## src/rtl/sar_search_ctrl.sv

```systemverilog
// rtl/sar_search_ctrl.sv - binary-search controller driving an external magnitude comparator
// Issues one probe per clock and narrows [lo,hi] from the lt/eq/gt flags until a match or an error.
module sar_search_ctrl #(
  parameter int WIDTH = 8,
  parameter int CNT_W = 4
) (
  input  logic             clk,
  input  logic             rst_n,
  input  logic             start,
  input  logic             cmp_alb,
  input  logic             cmp_aeb,
  input  logic             cmp_agb,
  output logic [WIDTH-1:0] probe,
  output logic             busy,
  output logic             done,
  output logic             found,
  output logic             err,
  output logic [WIDTH-1:0] result,
  output logic [CNT_W-1:0] probe_count
);

  typedef enum logic [1:0] {
    S_IDLE   = 2'd0,
    S_SEARCH = 2'd1,
    S_DONE   = 2'd2
  } state_t;

  state_t           r_state;
  state_t           w_state_nxt;
  logic [WIDTH-1:0] r_lo;
  logic [WIDTH-1:0] r_hi;
  logic             r_found;
  logic             r_err;
  logic [WIDTH-1:0] r_result;
  logic [CNT_W-1:0] r_probe_count;

  logic [WIDTH-1:0] w_lo_nxt;
  logic [WIDTH-1:0] w_hi_nxt;
  logic             w_found_nxt;
  logic             w_err_nxt;
  logic [WIDTH-1:0] w_result_nxt;
  logic [CNT_W-1:0] w_probe_count_nxt;
  logic [WIDTH-1:0] w_probe;
  logic             w_busy;
  logic             w_done;

  // One extra bit on the sum so lo+hi never wraps before halving.
  logic [WIDTH:0]   w_sum;
  logic [WIDTH-1:0] w_mid;
  logic [WIDTH-1:0] w_mid_dec;
  logic [WIDTH-1:0] w_mid_inc;
  logic             w_onehot;

  assign w_sum     = {1'b0, r_lo} + {1'b0, r_hi};
  assign w_mid     = w_sum[WIDTH:1];
  assign w_mid_dec = w_mid - WIDTH'(1);
  assign w_mid_inc = w_mid + WIDTH'(1);
  assign w_onehot  = ({cmp_alb, cmp_aeb, cmp_agb} == 3'b100) ||
                     ({cmp_alb, cmp_aeb, cmp_agb} == 3'b010) ||
                     ({cmp_alb, cmp_aeb, cmp_agb} == 3'b001);

  always_ff @(posedge clk or negedge rst_n) begin
    if (!rst_n) begin
      r_state <= S_IDLE;
    end else begin
      r_state <= w_state_nxt;
    end
  end

  always_ff @(posedge clk or negedge rst_n) begin
    if (!rst_n) begin
      r_lo          <= '0;
      r_hi          <= '1;
      r_found       <= 1'b0;
      r_err         <= 1'b0;
      r_result      <= '0;
      r_probe_count <= '0;
    end else begin
      r_lo          <= w_lo_nxt;
      r_hi          <= w_hi_nxt;
      r_found       <= w_found_nxt;
      r_err         <= w_err_nxt;
      r_result      <= w_result_nxt;
      r_probe_count <= w_probe_count_nxt;
    end
  end

  always_comb begin
    w_state_nxt       = r_state;
    w_lo_nxt          = r_lo;
    w_hi_nxt          = r_hi;
    w_found_nxt       = r_found;
    w_err_nxt         = r_err;
    w_result_nxt      = r_result;
    w_probe_count_nxt = r_probe_count;
    w_probe           = '0;
    w_busy            = 1'b0;
    w_done            = 1'b0;

    unique case (r_state)
      S_IDLE: begin
        if (start) begin
          w_lo_nxt          = '0;
          w_hi_nxt          = '1;
          w_found_nxt       = 1'b0;
          w_err_nxt         = 1'b0;
          w_result_nxt      = '0;
          w_probe_count_nxt = '0;
          w_state_nxt       = S_SEARCH;
        end
      end

      S_SEARCH: begin
        w_busy            = 1'b1;
        w_probe           = w_mid;
        w_probe_count_nxt = r_probe_count + CNT_W'(1);
        if (!w_onehot) begin
          w_err_nxt   = 1'b1;
          w_found_nxt = 1'b0;
          w_state_nxt = S_DONE;
        end else if (cmp_aeb) begin
          w_result_nxt = w_mid;
          w_found_nxt  = 1'b1;
          w_state_nxt  = S_DONE;
        end else if (cmp_alb) begin
          // Crossed bounds can only come from a comparator that contradicts itself.
          if (w_mid == '0) begin
            w_err_nxt   = 1'b1;
            w_state_nxt = S_DONE;
          end else begin
            w_hi_nxt = w_mid_dec;
            if (r_lo > w_mid_dec) begin
              w_err_nxt   = 1'b1;
              w_state_nxt = S_DONE;
            end
          end
        end else begin
          if (w_mid == '1) begin
            w_err_nxt   = 1'b1;
            w_state_nxt = S_DONE;
          end else begin
            w_lo_nxt = w_mid_inc;
            if (w_mid_inc > r_hi) begin
              w_err_nxt   = 1'b1;
              w_state_nxt = S_DONE;
            end
          end
        end
      end

      S_DONE: begin
        w_done      = 1'b1;
        w_state_nxt = S_IDLE;
      end

      default: begin
        w_state_nxt = S_IDLE;
      end
    endcase
  end

  assign probe       = w_probe;
  assign busy        = w_busy;
  assign done        = w_done;
  assign found       = r_found;
  assign err         = r_err;
  assign result      = r_result;
  assign probe_count = r_probe_count;

endmodule

```

## config.mk

```make
export PLATFORM = sky130hd
export DESIGN_NAME = sar_search_ctrl
export DESIGN_NICKNAME = d
export VERILOG_FILES = /design/src/rtl/sar_search_ctrl.sv
export SDC_FILE = /design/constraint.sdc
export NUM_CORES = 1
export LEC_CHECK = 0
export BUFFER_PORTS_ARGS = -buffer_cell sky130_fd_sc_hd__buf_2
export CORE_MARGIN = 1.5
export CORE_UTILIZATION = 30
export CTS_CLUSTER_DIAMETER = 100
export CTS_CLUSTER_SIZE = 30
export DETAILED_ROUTE_END_ITERATION = 16
export PLACE_DENSITY_LB_ADDON = 0.3
export SETUP_SLACK_MARGIN = 0.02
export SLEW_MARGIN = 15
export SYNTH_ARGS = -nofsm -noshare
export SYNTH_HDL_FRONTEND = slang
export SYNTH_SLANG_ARGS = --single-unit
export TNS_END_PERCENT = 30
```

## constraint.sdc

```tcl
create_clock -name clk -period 3.8 [get_ports clk]
set_input_delay 0.19 -clock clk [delete_from_list [all_inputs] [get_ports clk]]
set_output_delay 0.19 -clock clk [all_outputs]
set_load 0.005 [all_outputs]
```

==> impl_results.md, run 1 <==
- Hold endpoint: err
- DRT Pass-1 Iters: 4
- GRT overflow: 0
- Clk root buf: clkbuf_8
- Die height: 96.1 um
- First-pass GRT wire length: 11300 um
- FFs w/ async S/R, synth: 100%
- Final antenna-violating net count: 0
- Core box area: 8300 um^2
- Crit path DAT: 3.75 ns
- Top cell by count, worst path: a21boi_1
- Diodes inserted: 0
- Crit-path cells: ha_4, and3_4, a21boi_1, mux2_2, or2_4, nor3b_2, nand2_1, xnor2_1, ha_1, nand4_1, o21ai_0, a21boi_1, or3_1
- Layout cells sized above 1: 29.2%
- Cts bufs inserted: 5
- Hold path depth: 4
- Final setup fails: 0
- Synthesis warning total: 0
- Initial core utilization: 31.3%
- Avg Inst Size Synth: 9.29 um^2
- Worst path bufs/invs: 0
- Initial antenna violation count: 0
- Worst path depth: 13
- Clk buf depth: 2
- Synth Net Count: 314
- Area Overhead vs Synth: 21.4%
- CTS clk-pin slew, worst paths: 0.09 ns
- CTS sink cnt: 32
- Post-DP Area: 2920 um^2
- DRT iter0 DRCs: 150
- # DRC: 0
- Vias: 2208
- Gr usage total: 16.4%
- Worst-Margin Slew: 0.761 ns
- CP delay by family, top: simple AND/OR/NAND/NOR gates
- Critical-path top delay cell: dfrtp_1
- Worst hold start: start
- Avg WL per Cell: 16.2 um
- Flop2flop setup slack: 0.22 ns
- Crit path largest cell delay: 0.45 ns
- Most used DFF post-synth: dfrtp_1
- Kind of critical path: reg2reg
- Post-Syn Area: 2600 um^2
- R2r endpoint: r_state[0]
- RSZ-0062 raised after global routing: no
- Final net count: 358
- Clock Latency Late Sink: 0.30 ns
- Reg2Reg Depth: 13
- EDFF count, synth: 0
- FF-to-FF Start: r_lo[3]
- I/O Buffers: 29
- Tcrit/Tclk final: 94.3%
- CP endpoint kind: register
- Rows: 33
- Boundary Pins: 30
- Yosys reg bits: 32
- FMAX: 0.279 GHz
- Hold Path Class: in2reg
- Post-Synthesis Cells: 280
- Die X-Extent: 96.1 um
- Die area: 9240 um^2
- Hold WS: 0.315 ns
- H-tree depth: 2
- Worst slew margin: 49.3%
- Register area share after synthesis: 31.2%
- Status: completed
- Final WL: 6970 um
- Count of final hold-check violations: 0
- Fin crit period: 3.58 ns
- Worst Setup Start Kind: register
- Largest net degree at the start of global routing: 33
- Vias per std cell: 5.13
- Sum of negative setup slack: 0 ns
- Worst Path Required: 3.97 ns
- Distinct cell type count after synthesis: 62
- Max-cap violations: 0
- Worst Path Max Fanout: 6
- Gpl congestion: 0.934
- CTS tree: built
- Slew Limit Fails: 0
- Clock skew: 0.0163 ns
- DP HPWL: 5430 um
- Vias in the first global route: 2214
- Finished Cell Area: 3160 um^2
layout make-up:
type	count	area [um^2]
fillers	831	5140
multi-input cells	223	1780
flip-flops and latches	32	811
repair buffers	42	245
well taps	105	131
inverters	20	75.1
clock buffers	5	68.8
clock inverters	3	46.3
cell usage in the layout (no fill, tap or decap), types with 6 or more instances in the layout:
master,n
inv_1,20
dfrtp_1,24
buf_4,12
xnor2_1,7
ha_1,25
a21oi_1,18
xor2_1,6
buf_2,29
nor2_1,24
nand2_1,25
dfstp_2,8
mux2_2,8
o21ai_0,13
per-layer routing:
metal,vias to the layer above,track usage [%],part of all wire (%)
met1,1058,22.7,49
met2,54,26.1,45
li1,1088,-,-
met3,8,2.05,3.8
met5,-,0,0
met4,0,5.76,1.6
how the worst max path moves through the flow:
stage	start	endpoint	slack (ns)
detailed placement	r_lo[0]	r_state[0]	0.05
global route	r_hi[2]	err	0.009
global placement	r_lo[3]	r_state[0]	0.13
CTS	r_lo[0]	r_state[0]	0.03
finish	r_lo[3]	r_state[0]	0.22
floorplan	r_lo[0]	r_state[0]	0.37
through the flow:
step | utilization, % | std cells | setup WS [ns]
floorplan | - | 280 | 0.371
global route | 38.1 | 430 | 0.00872
detailed placement | 35.1 | 418 | 0.0519
finish | 38.1 | 430 | 0.218
CTS | 36.6 | 427 | 0.0309
global placement | 35.1 | 418 | 0.134
registers in the layout (all words and copies together), names as in the netlist:
signal	count
r_lo	8
probe_count	4
found	1
r_state	2
result	8
err	1
r_hi	8
what timing repair did:
item	CTS	global route
gates resized for setup	0	16
endpoints found under the hold margin	23	0
setup buffers	0	3
endpoints found under the setup margin	0	3
hold buffers	1	0
worst register-to-register path, stage by stage, from the launching register on:
cell	delay [ns]
dfrtp_1	0.45
ha_4	0.37
and3_4	0.22
a21boi_1	0.20
mux2_2	0.39
or2_4	0.31
nor3b_2	0.19
nand2_1	0.09
xnor2_1	0.15
ha_1	0.30
nand4_1	0.09
o21ai_0	0.17
a21boi_1	0.13
or3_1	0.38
Yosys cell counts (2+ instances only):
cell | count | area share, %
nand3_1 | 5 | 0.96
ha_1 | 27 | 13
nand2b_1 | 3 | 0.72
dfstp_2 | 8 | 8.1
a21o_1 | 6 | 1.7
mux2_2 | 8 | 3.5
dfrtp_1 | 24 | 23
nor3_1 | 5 | 0.96
nor2_1 | 24 | 3.5
xnor2_2 | 2 | 1.3
nor2b_1 | 5 | 1.2
o21ai_0 | 13 | 2.5
o21a_1 | 4 | 1.2
nand2_1 | 25 | 3.6
a211oi_1 | 5 | 1.4
a22o_1 | 2 | 0.67
a21oi_1 | 19 | 3.7
xnor2_1 | 9 | 3.0
a31oi_1 | 2 | 0.48
a21boi_1 | 2 | 0.58
inv_1 | 20 | 2.9
nor3b_1 | 2 | 0.58
mux2i_1 | 4 | 1.5
or2_2 | 2 | 0.48
xor2_1 | 7 | 2.4
clkbuf_1 | 3 | 0.43
nand4_1 | 5 | 1.2
and3_1 | 2 | 0.48
and2_1 | 2 | 0.48
nor3b_2 | 3 | 1.4
kinds of logic after synthesis:
kind of cell               share of synthesized area, %
AOI/OAI and AO/OA                                  17.5
xor gates and xnor gates                           6.64
adders and majority gates                          13.8
buffers and inverters                              4.04
DFF                                                31.2
muxes                                              6.01
and+or+nand+nor                                    20.9
Power of run 1 is not shown: default switching activity piles up to over one toggle a cycle in this logic, so the estimate is an artifact.
==> inputs of run 2 (changes only) <==
--- a/config.mk
+++ b/config.mk
@@ -11,6 +11,7 @@
 export CTS_CLUSTER_DIAMETER = 100
 export CTS_CLUSTER_SIZE = 30
 export DETAILED_ROUTE_END_ITERATION = 16
+export MAX_ROUTING_LAYER = met4
 export PLACE_DENSITY_LB_ADDON = 0.3
 export SETUP_SLACK_MARGIN = 0.02
 export SLEW_MARGIN = 15
==> run 2 against run 1 <==
- cell count did not move
- flip-flop and latch count unchanged
- global-route usage increased by 0.47 points
- critical path type unchanged
==> impl_results.md, run 2 (synthesis results as in run 1) <==
- DRT iter0 DRCs: 133
- Gpl congestion: 0.951
- RSZ-0062 raised after global routing: no
- First-pass GRT wire length: 11300 um
- CP endpoint kind: register
- Initial antenna violation count: 0
- Die X-Extent: 96.1 um
- Initial core utilization: 31.3%
- Clk buf depth: 2
- Final net count: 358
- Kind of critical path: reg2reg
- Slew Limit Fails: 0
- Vias per std cell: 5.13
- Boundary Pins: 30
- Worst-Margin Slew: 0.770 ns
- Hold Path Class: in2reg
- Final WL: 6980 um
- Area Overhead vs Synth: 21.4%
- Final antenna-violating net count: 0
- H-tree depth: 2
- Multi-input gate area: 1780 um^2
- Vias in the first global route: 2209
- Final setup fails: 0
- Diodes inserted: 0
- Clk root buf: clkbuf_8
- I/O Buffers: 29
- Vias: 2206
- Worst Path Max Fanout: 6
- DP HPWL: 5430 um
- Worst slew margin: 48.7%
- Clock skew: 0.0146 ns
- Commonest non-fill, non-tap cell in the layout: buf_2
- FMAX: 0.280 GHz
- Fill count: 831
- Largest net degree at the start of global routing: 33
- CTS clk-pin slew, worst paths: 0.09 ns
- Status: completed
- Crit path DAT: 3.74 ns
- Max-cap violations: 0
- Die height: 96.1 um
- Fin crit period: 3.57 ns
- Sum of negative setup slack: 0 ns
- Clock Latency Late Sink: 0.29 ns
- Worst Path Required: 3.97 ns
- Most frequent cells in the layout: buf_2 (29), nand2_1 (25), ha_1 (25)
- Core box area: 8300 um^2
- GRT overflow: 0
- # DRC: 0
- Gr usage total: 16.9%
- Avg WL per Cell: 16.2 um
- Reg area: 811 um^2
- Tcrit/Tclk final: 94.0%
- Rows: 33
- Cts bufs inserted: 5
- DRT Pass-1 Iters: 4
- Count of final hold-check violations: 0
- Worst Setup Start Kind: register
- Layout cells sized above 1: 29.2%
- Die area: 9240 um^2
- CTS tree: built
- CTS sink cnt: 32
run 2: cell counts in the layout (fill, tap and decap cells not counted):
No cell type changed its count.
run 2: final cells by class:
type,instances,area share [%]
Timing Repair Buffer,42,7.77
Clock buffer,5,2.18
Multi-Input combinational cell,223,56.4
Clock inverter,3,1.47
Sequential cell,32,25.7
Tap cell,105,4.16
Inverter,20,2.38
run 2: per-stage QoR:
step | instance area (um^2) | util [%] | cells | worst slack, ns | hold slack [ns]
detailed placement | 2920 | 35.1 | 418 | 0.0519 | 0.303
finish | 3160 | 38.1 | 430 | 0.227 | 0.312
floorplan | 2600 | - | 280 | 0.371 | -0.106
global placement | 2920 | 35.1 | 418 | 0.134 | 0.303
global route | 3160 | 38.1 | 430 | 0.00872 | 0.343
CTS | 3040 | 36.6 | 427 | 0.0309 | 0.306
run 2: critical path, stage by stage, from the launching register on:
cell and delay (ns):
dfrtp_1 0.45, ha_4 0.37, and3_4 0.21, a21boi_1 0.20, mux2_2 0.39, or2_4 0.30
nor3b_2 0.19, nand2_1 0.09, xnor2_1 0.15, ha_1 0.30, nand4_1 0.09, o21ai_0 0.17
a21boi_1 0.13, or3_1 0.38
run 2: worst paths after layout:
path / from / endpoint / slack (ns) / cells after the start
setup / recovery: r_lo[3] / r_state[0] / 0.23 / 13
hold / removal: start / err / 0.31 / 4
setup reg to reg: r_lo[3] / r_state[0] / 0.23 / 13
hold reg to reg: result[0] / result[0] / 0.49 / 2
max in group asynchronous: rst_n / r_lo[4] / 2.80 / 2
min in group asynchronous: rst_n / result[7] / 0.50 / 2
run 2: metal layers:
metal	vias to the layer above	wire [um]	GRT usage (%)
li1	1090	-	-
met1	1049	3390	22.8
met2	59	3180	26.0
met3	8	296	2.05
met4	0	110	5.76
met5	-	0	-
run 2: repair_timing:
item / CTS / global route
gates resized for setup: 0 / 16
endpoints found under the setup margin: 0 / 3
hold buffers: 1 / 0
buffers inserted: 0 / 3
endpoints found under the hold margin: 23 / 0
Power of run 2 is left out for the same reason.
